File: src/rtl/find_peak_win.sv
// find_peak_win: streaming per-frame peak finder reporting the max sample, its index and NEIGH neighbours each side
// Ports:
//   clk_in, rst                          clock, synchronous active-high reset
//   s_axis_tvalid/tready/tdata/tlast     sample stream in
//   m_axis_tvalid/tready                 result handshake
//   m_axis_tdata                         window, slot k at [k*DATA_WIDTH +: DATA_WIDTH], slot NEIGH = peak
//   m_axis_taddr                         peak index within the frame (saturating)
//   m_axis_tovf                          frame longer than 2^ADDR_WIDTH samples
module find_peak_win #(
    parameter int DATA_WIDTH = 8,
    parameter int ADDR_WIDTH = 6,
    parameter int NEIGH      = 1,
    parameter int SIGNED     = 0
) (
    input  logic                                clk_in,
    input  logic                                rst,
    input  logic                                s_axis_tvalid,
    output logic                                s_axis_tready,
    input  logic [DATA_WIDTH-1:0]               s_axis_tdata,
    input  logic                                s_axis_tlast,
    output logic                                m_axis_tvalid,
    input  logic                                m_axis_tready,
    output logic [(2*NEIGH+1)*DATA_WIDTH-1:0]   m_axis_tdata,
    output logic [ADDR_WIDTH-1:0]               m_axis_taddr,
    output logic                                m_axis_tovf
);
    localparam int PW = $clog2(NEIGH + 1);
    localparam logic [PW-1:0] NP = PW'(NEIGH);
    localparam logic [ADDR_WIDTH-1:0] IMAX = '1;
    typedef logic [DATA_WIDTH-1:0] smp_t;
    smp_t hist[NEIGH], pre[NEIGH], post[NEIGH], n_pre[NEIGH], n_post[NEIGH];
    smp_t peak, n_peak;
    logic [PW-1:0] pcnt, n_pcnt;
    logic [ADDR_WIDTH-1:0] idx, pidx, n_pidx;
    logic first, sat, ovf, n_ovf, gt, beat;
    logic [(2*NEIGH+1)*DATA_WIDTH-1:0] win;
    assign s_axis_tready = ~m_axis_tvalid | m_axis_tready;
    assign beat = s_axis_tvalid & s_axis_tready;
    assign gt = (SIGNED != 0) ? ($signed(s_axis_tdata) > $signed(peak)) : (s_axis_tdata > peak);
    // Post-update working state for the current beat; also the value captured into the result on tlast.
    // sat marks that the index counter already reached its top, so any further beat is an overflow.
    always_comb begin
        n_pre = pre;
        n_post = post;
        n_peak = peak;
        n_pcnt = pcnt;
        n_pidx = pidx;
        n_ovf = first ? 1'b0 : (ovf | sat);
        if (first || gt) begin
            for (int k = 0; k < NEIGH; k++) begin
                n_pre[k] = first ? '0 : hist[k];
                n_post[k] = '0;
            end
            n_peak = s_axis_tdata;
            n_pidx = first ? '0 : idx;
            n_pcnt = '0;
        end else if (pcnt < NP) begin
            for (int k = 0; k < NEIGH; k++)
                if (PW'(k) == pcnt) n_post[k] = s_axis_tdata;
            n_pcnt = pcnt + 1'b1;
        end
        for (int k = 0; k < NEIGH; k++) begin
            win[k*DATA_WIDTH +: DATA_WIDTH] = n_pre[k];
            win[(NEIGH+1+k)*DATA_WIDTH +: DATA_WIDTH] = n_post[k];
        end
        win[NEIGH*DATA_WIDTH +: DATA_WIDTH] = n_peak;
    end
    // hist[0] is the oldest of the last NEIGH samples, so it lines up with pre slot 0.
    always_ff @(posedge clk_in) begin
        if (rst) begin
            first <= 1'b1;
            idx <= '0;
            sat <= 1'b0;
            ovf <= 1'b0;
            peak <= '0;
            pidx <= '0;
            pcnt <= '0;
            for (int k = 0; k < NEIGH; k++) begin
                hist[k] <= '0;
                pre[k] <= '0;
                post[k] <= '0;
            end
            m_axis_tvalid <= 1'b0;
            m_axis_tdata <= '0;
            m_axis_taddr <= '0;
            m_axis_tovf <= 1'b0;
        end else begin
            if (m_axis_tready) m_axis_tvalid <= 1'b0;
            if (beat) begin
                pre <= n_pre;
                post <= n_post;
                peak <= n_peak;
                pcnt <= n_pcnt;
                pidx <= n_pidx;
                ovf <= n_ovf;
                first <= s_axis_tlast;
                sat <= s_axis_tlast ? 1'b0 : (sat | (idx == IMAX));
                idx <= s_axis_tlast ? '0 : ((idx == IMAX) ? idx : idx + 1'b1);
                for (int k = 0; k < NEIGH-1; k++) hist[k] <= s_axis_tlast ? '0 : hist[k+1];
                hist[NEIGH-1] <= s_axis_tlast ? '0 : s_axis_tdata;
                if (s_axis_tlast) begin
                    m_axis_tvalid <= 1'b1;
                    m_axis_tdata <= win;
                    m_axis_taddr <= n_pidx;
                    m_axis_tovf <= n_ovf;
                end
            end
        end
    end
endmodule

File: config.mk
export PLATFORM = sky130hd
export DESIGN_NAME = find_peak_win
export DESIGN_NICKNAME = d
export VERILOG_FILES = /design/src/rtl/find_peak_win.sv
export SDC_FILE = /design/constraint.sdc
export NUM_CORES = 1
export LEC_CHECK = 0
export ABC_CLOCK_PERIOD_IN_PS = 3600
export CAP_MARGIN = 20
export CORE_MARGIN = 2
export CORE_UTILIZATION = 45
export CTS_CLUSTER_SIZE = 10
export DETAILED_ROUTE_END_ITERATION = 7
export DONT_BUFFER_PORTS = 1
export PLACE_DENSITY = 0.64
export SETUP_SLACK_MARGIN = 0.2
export SLEW_MARGIN = 0
export SYNTH_ARGS = -nofsm -noshare
export SYNTH_HDL_FRONTEND = slang
export SYNTH_SLANG_ARGS = --single-unit
File: constraint.sdc
create_clock -name clk_in -period 3.6 [get_ports clk_in]
set_clock_uncertainty 0.15 [all_clocks]
set_input_delay 0.72 -clock clk_in [delete_from_list [all_inputs] [get_ports clk_in]]
set_output_delay 0.72 -clock clk_in [all_outputs]
set_load 0.02 [all_outputs]
==> reports/metrics.cfg <==
[worst_setup_path]
start_kind = flop
end_kind = flop
cp.required_ps = 3740
worst-path-buf-inv = 0
crit_fanout = 16
cp_slowest_cell = nor2b_1
rr_startpoint = m_axis_tvalid$_SDFF_PP0_
crit_arrival_ps = 2750
cp_cell_sequence = nand2b_2 -> nand2_2 -> nor3_1 -> nand2_1 -> nor2b_1 -> a221o_1
worst-r2r-setup-slack_ps = 980
reg2reg_to = m_axis_tdata[11]$_SDFFE_PP0P_
cpLargestDelayFamily = simple AND/OR/NAND/NOR gates
r2r_cells = 6
criticalPathCategory = flop to flop
max_stage_delay_ps = 640

[clock_network]
cts_max_path_buffers = 2
cts.sinks = 80
cts_buffers = 9
clk_pin_slew_worst_paths_ps = 80
h-tree-depth = 3
cts_setup_buffers = 0
cts_tree = done
cts-root-buf = clkbuf_8
clkLatencyLatePin_ps = 350
post_cts_resized = 0
cts-hold-fix-buffers = 0

[die]
start_util_pct = 46.1
die_y_um = 90.0
dieWidth_um = 90.0
core-area_mm2 = 0.00721
dieArea_mm2 = 0.00809
io_pins = 46
fp-row-count = 31

[cells_and_area]
fin_util_pct = 49.2
final_cells = 419
syn_to_final_growth_pct = 6.70
drive_gt1_share_pct = 8.44
final_nets = 337
finalInstanceArea_mm2 = 0.00355
fill_cells = 683
diodes = 0

[timing]
drv_slew = 0
relSlewSlack_pct = 47.8
finalHoldViolCount = 0
finalSetupTns_ps = 0
setup_violations = 0
fmax_mhz = 382
tightest_slew_ps = 778
final.setup.worst_slack_ps = 984
post-route-period-util_pct = 72.7
fin_crit_ps = 2620
rsz0062_at_grt = false
hold_slack_ps = 289

[min_path]
hp-class = input pin to flop
whs_endpoint = ovf$_SDFFE_PP0P_
hp-start = rst
whs_path_depth = 1

[global_routing]
globalRouteOverflowTotal = 0
grt_util_met2_pct = 25.6
grt_pass1_wl_um = 11100
grtUsageMet3_pct = 6.79
first_global_vias = 2210
grt_max_degree = 21
antenna_found_initial = 0
met1_usage_pct = 23.5
grt_util_all_layers_pct = 17.3
grt.busiest_layer = met2

[pwr]
ir_worst_vdd_uv = 266
p_per_area_mw_per_mm2 = 492
finalPower_mw = 1.75
p_leak_nw = 1.36

[placement]
place_ws_ps = 654
placed_area_mm2 = 0.00336
place_inst = 403
place.gp.congestion = 0.802
hpwl_um = 4600
io_buffers = 0

[drt]
wl_per_cell_um = 15.8
routed-via-count = 2250
wl_um = 6610
drc = 0
ant_nets = 0
vias_per_cell = 5.37
drt-initial-drc-count = 145
drtPass1Iterations = 4

[synth]
yosysUniqueCellTypes = 45
ys_seq_area_share_pct = 50.6
synth-main-ff-cell = dfxtp_1
syn_avg_cell_area_um2 = 10.5
async_reset_ff_share_pct = 0
yosys_register_bits = 80
synth_edf_count = 8
synth_area_mm2 = 0.00332
synth_nets = 340
syn_inst = 318
synth.yosys.warnings = 0

[job]
drv_cap = 0

[outcome]
status = completed

-- cells in the mapped netlist (2+ instances only) --
cell type,count,area [um^2]
a21oi_1,8,40.0
a221o_1,8,80.1
a22o_1,22,193
and2_1,17,106
and4_1,2,17.5
buf_2,6,30.0
buf_4,2,15.0
clkbuf_1,5,18.8
dfxtp_1,72,1440
edfxtp_1,8,240
ha_1,9,113
inv_1,11,41.3
mux2i_1,31,310
nand2_1,31,116
nand3_1,3,15.0
nand3_2,2,20.0
nand4_1,4,25.0
nor2_1,19,71.3
nor2b_1,3,18.8
nor3_1,4,20.0
o21ai_0,16,80.1
o21ai_1,11,55.1
or4_1,2,15.0
-- placed cells by master (no fill, tap or decap), types with 2 or more instances in the layout --
cell	synthesis	final
dfxtp_1	72	72
nand2_1	31	31
mux2i_1	31	31
a22o_1	22	22
nor2_1	19	19
and2_1	17	17
o21ai_0	16	16
inv_1	11	11
o21ai_1	11	11
ha_1	9	9
clkbuf_8	0	9
a221o_1	8	8
edfxtp_1	8	8
a21oi_1	8	7
nand4_1	4	4
nor3_1	4	4
nor2b_1	3	3
nand3_1	3	3
and4_1	2	2
nand3_2	2	2
or4_1	2	2
clkinvlp_4	0	2
clkbuf_1	5	2
buf_4	2	2
-- routing by layer --
layer	vias up	wire, um
met5	-	0
met4	0	65
met2	60	2920
met3	5	447
li1	1140	-
met1	1045	3180
-- sequential cells by signal, summed over array words and instances, names as in the netlist --
signal / count
first: 1
hist: 8
idx: 6
m_axis_taddr: 6
m_axis_tdata: 24
m_axis_tovf: 1
m_axis_tvalid: 1
ovf: 1
pcnt: 1
peak: 8
pidx: 6
post: 8
pre: 8
sat: 1
-- layout make-up --
| cell class | count | area, um^2 | share of cell area, % |
|---|---|---|---|
| clock buffers | 11 | 131 | 3.70 |
| clock inverters | 5 | 58.8 | 1.66 |
| inverters | 11 | 41.3 | 1.16 |
| multi-input cells | 211 | 1500 | 42.2 |
| flip-flops and latches | 80 | 1680 | 47.4 |
| well taps | 99 | 124 | 3.49 |
| repair buffers | 2 | 15.0 | 0.423 |
-- worst max path at each step --
stage / start / to / depth (start not counted)
floorplan: s_axis_tdata[5] / m_axis_tdata[8]$_SDFFE_PP0P_ / 8
global placement: m_axis_tready / m_axis_tdata[11]$_SDFFE_PP0P_ / 6
detailed placement: m_axis_tready / m_axis_tdata[15]$_SDFFE_PP0P_ / 6
CTS: m_axis_tvalid$_SDFF_PP0_ / m_axis_tdata[12]$_SDFFE_PP0P_ / 6
global route: m_axis_tvalid$_SDFF_PP0_ / m_axis_tdata[11]$_SDFFE_PP0P_ / 6
finish: m_axis_tvalid$_SDFF_PP0_ / m_axis_tdata[11]$_SDFFE_PP0P_ / 6
-- worst reg2reg max path, stage by stage, from the launching register on --
cell and delay (ps):
dfxtp_1 390, nand2b_2 200, nand2_2 150, nor3_1 370, nand2_1 420, nor2b_1 640, a221o_1 260
-- cell families (layout without fill, tap and decap cells) --
family | count (synthesis) | in the layout | share of synthesized area (%)
AOI/OAI and AO/OA | 75 | 75 | 17.3
xor gates and xnor gates | 1 | 1 | 0.264
adders and majority gates | 9 | 9 | 3.39
buffers and inverters | 27 | 29 | 4.55
DFF | 80 | 80 | 50.6
muxes | 31 | 31 | 9.33
and+or+nand+nor | 95 | 95 | 14.6
-- power breakdown --
part | switching (mW) | leakage (nW) | total, mW | internal (mW)
Sequential | 0.0294 | 0.671 | 0.953 | 0.923
Clock | 0.323 | 0.0895 | 0.644 | 0.321
Combinational | 0.0856 | 0.599 | 0.149 | 0.0637
Power figures use the tool's default switching activity.
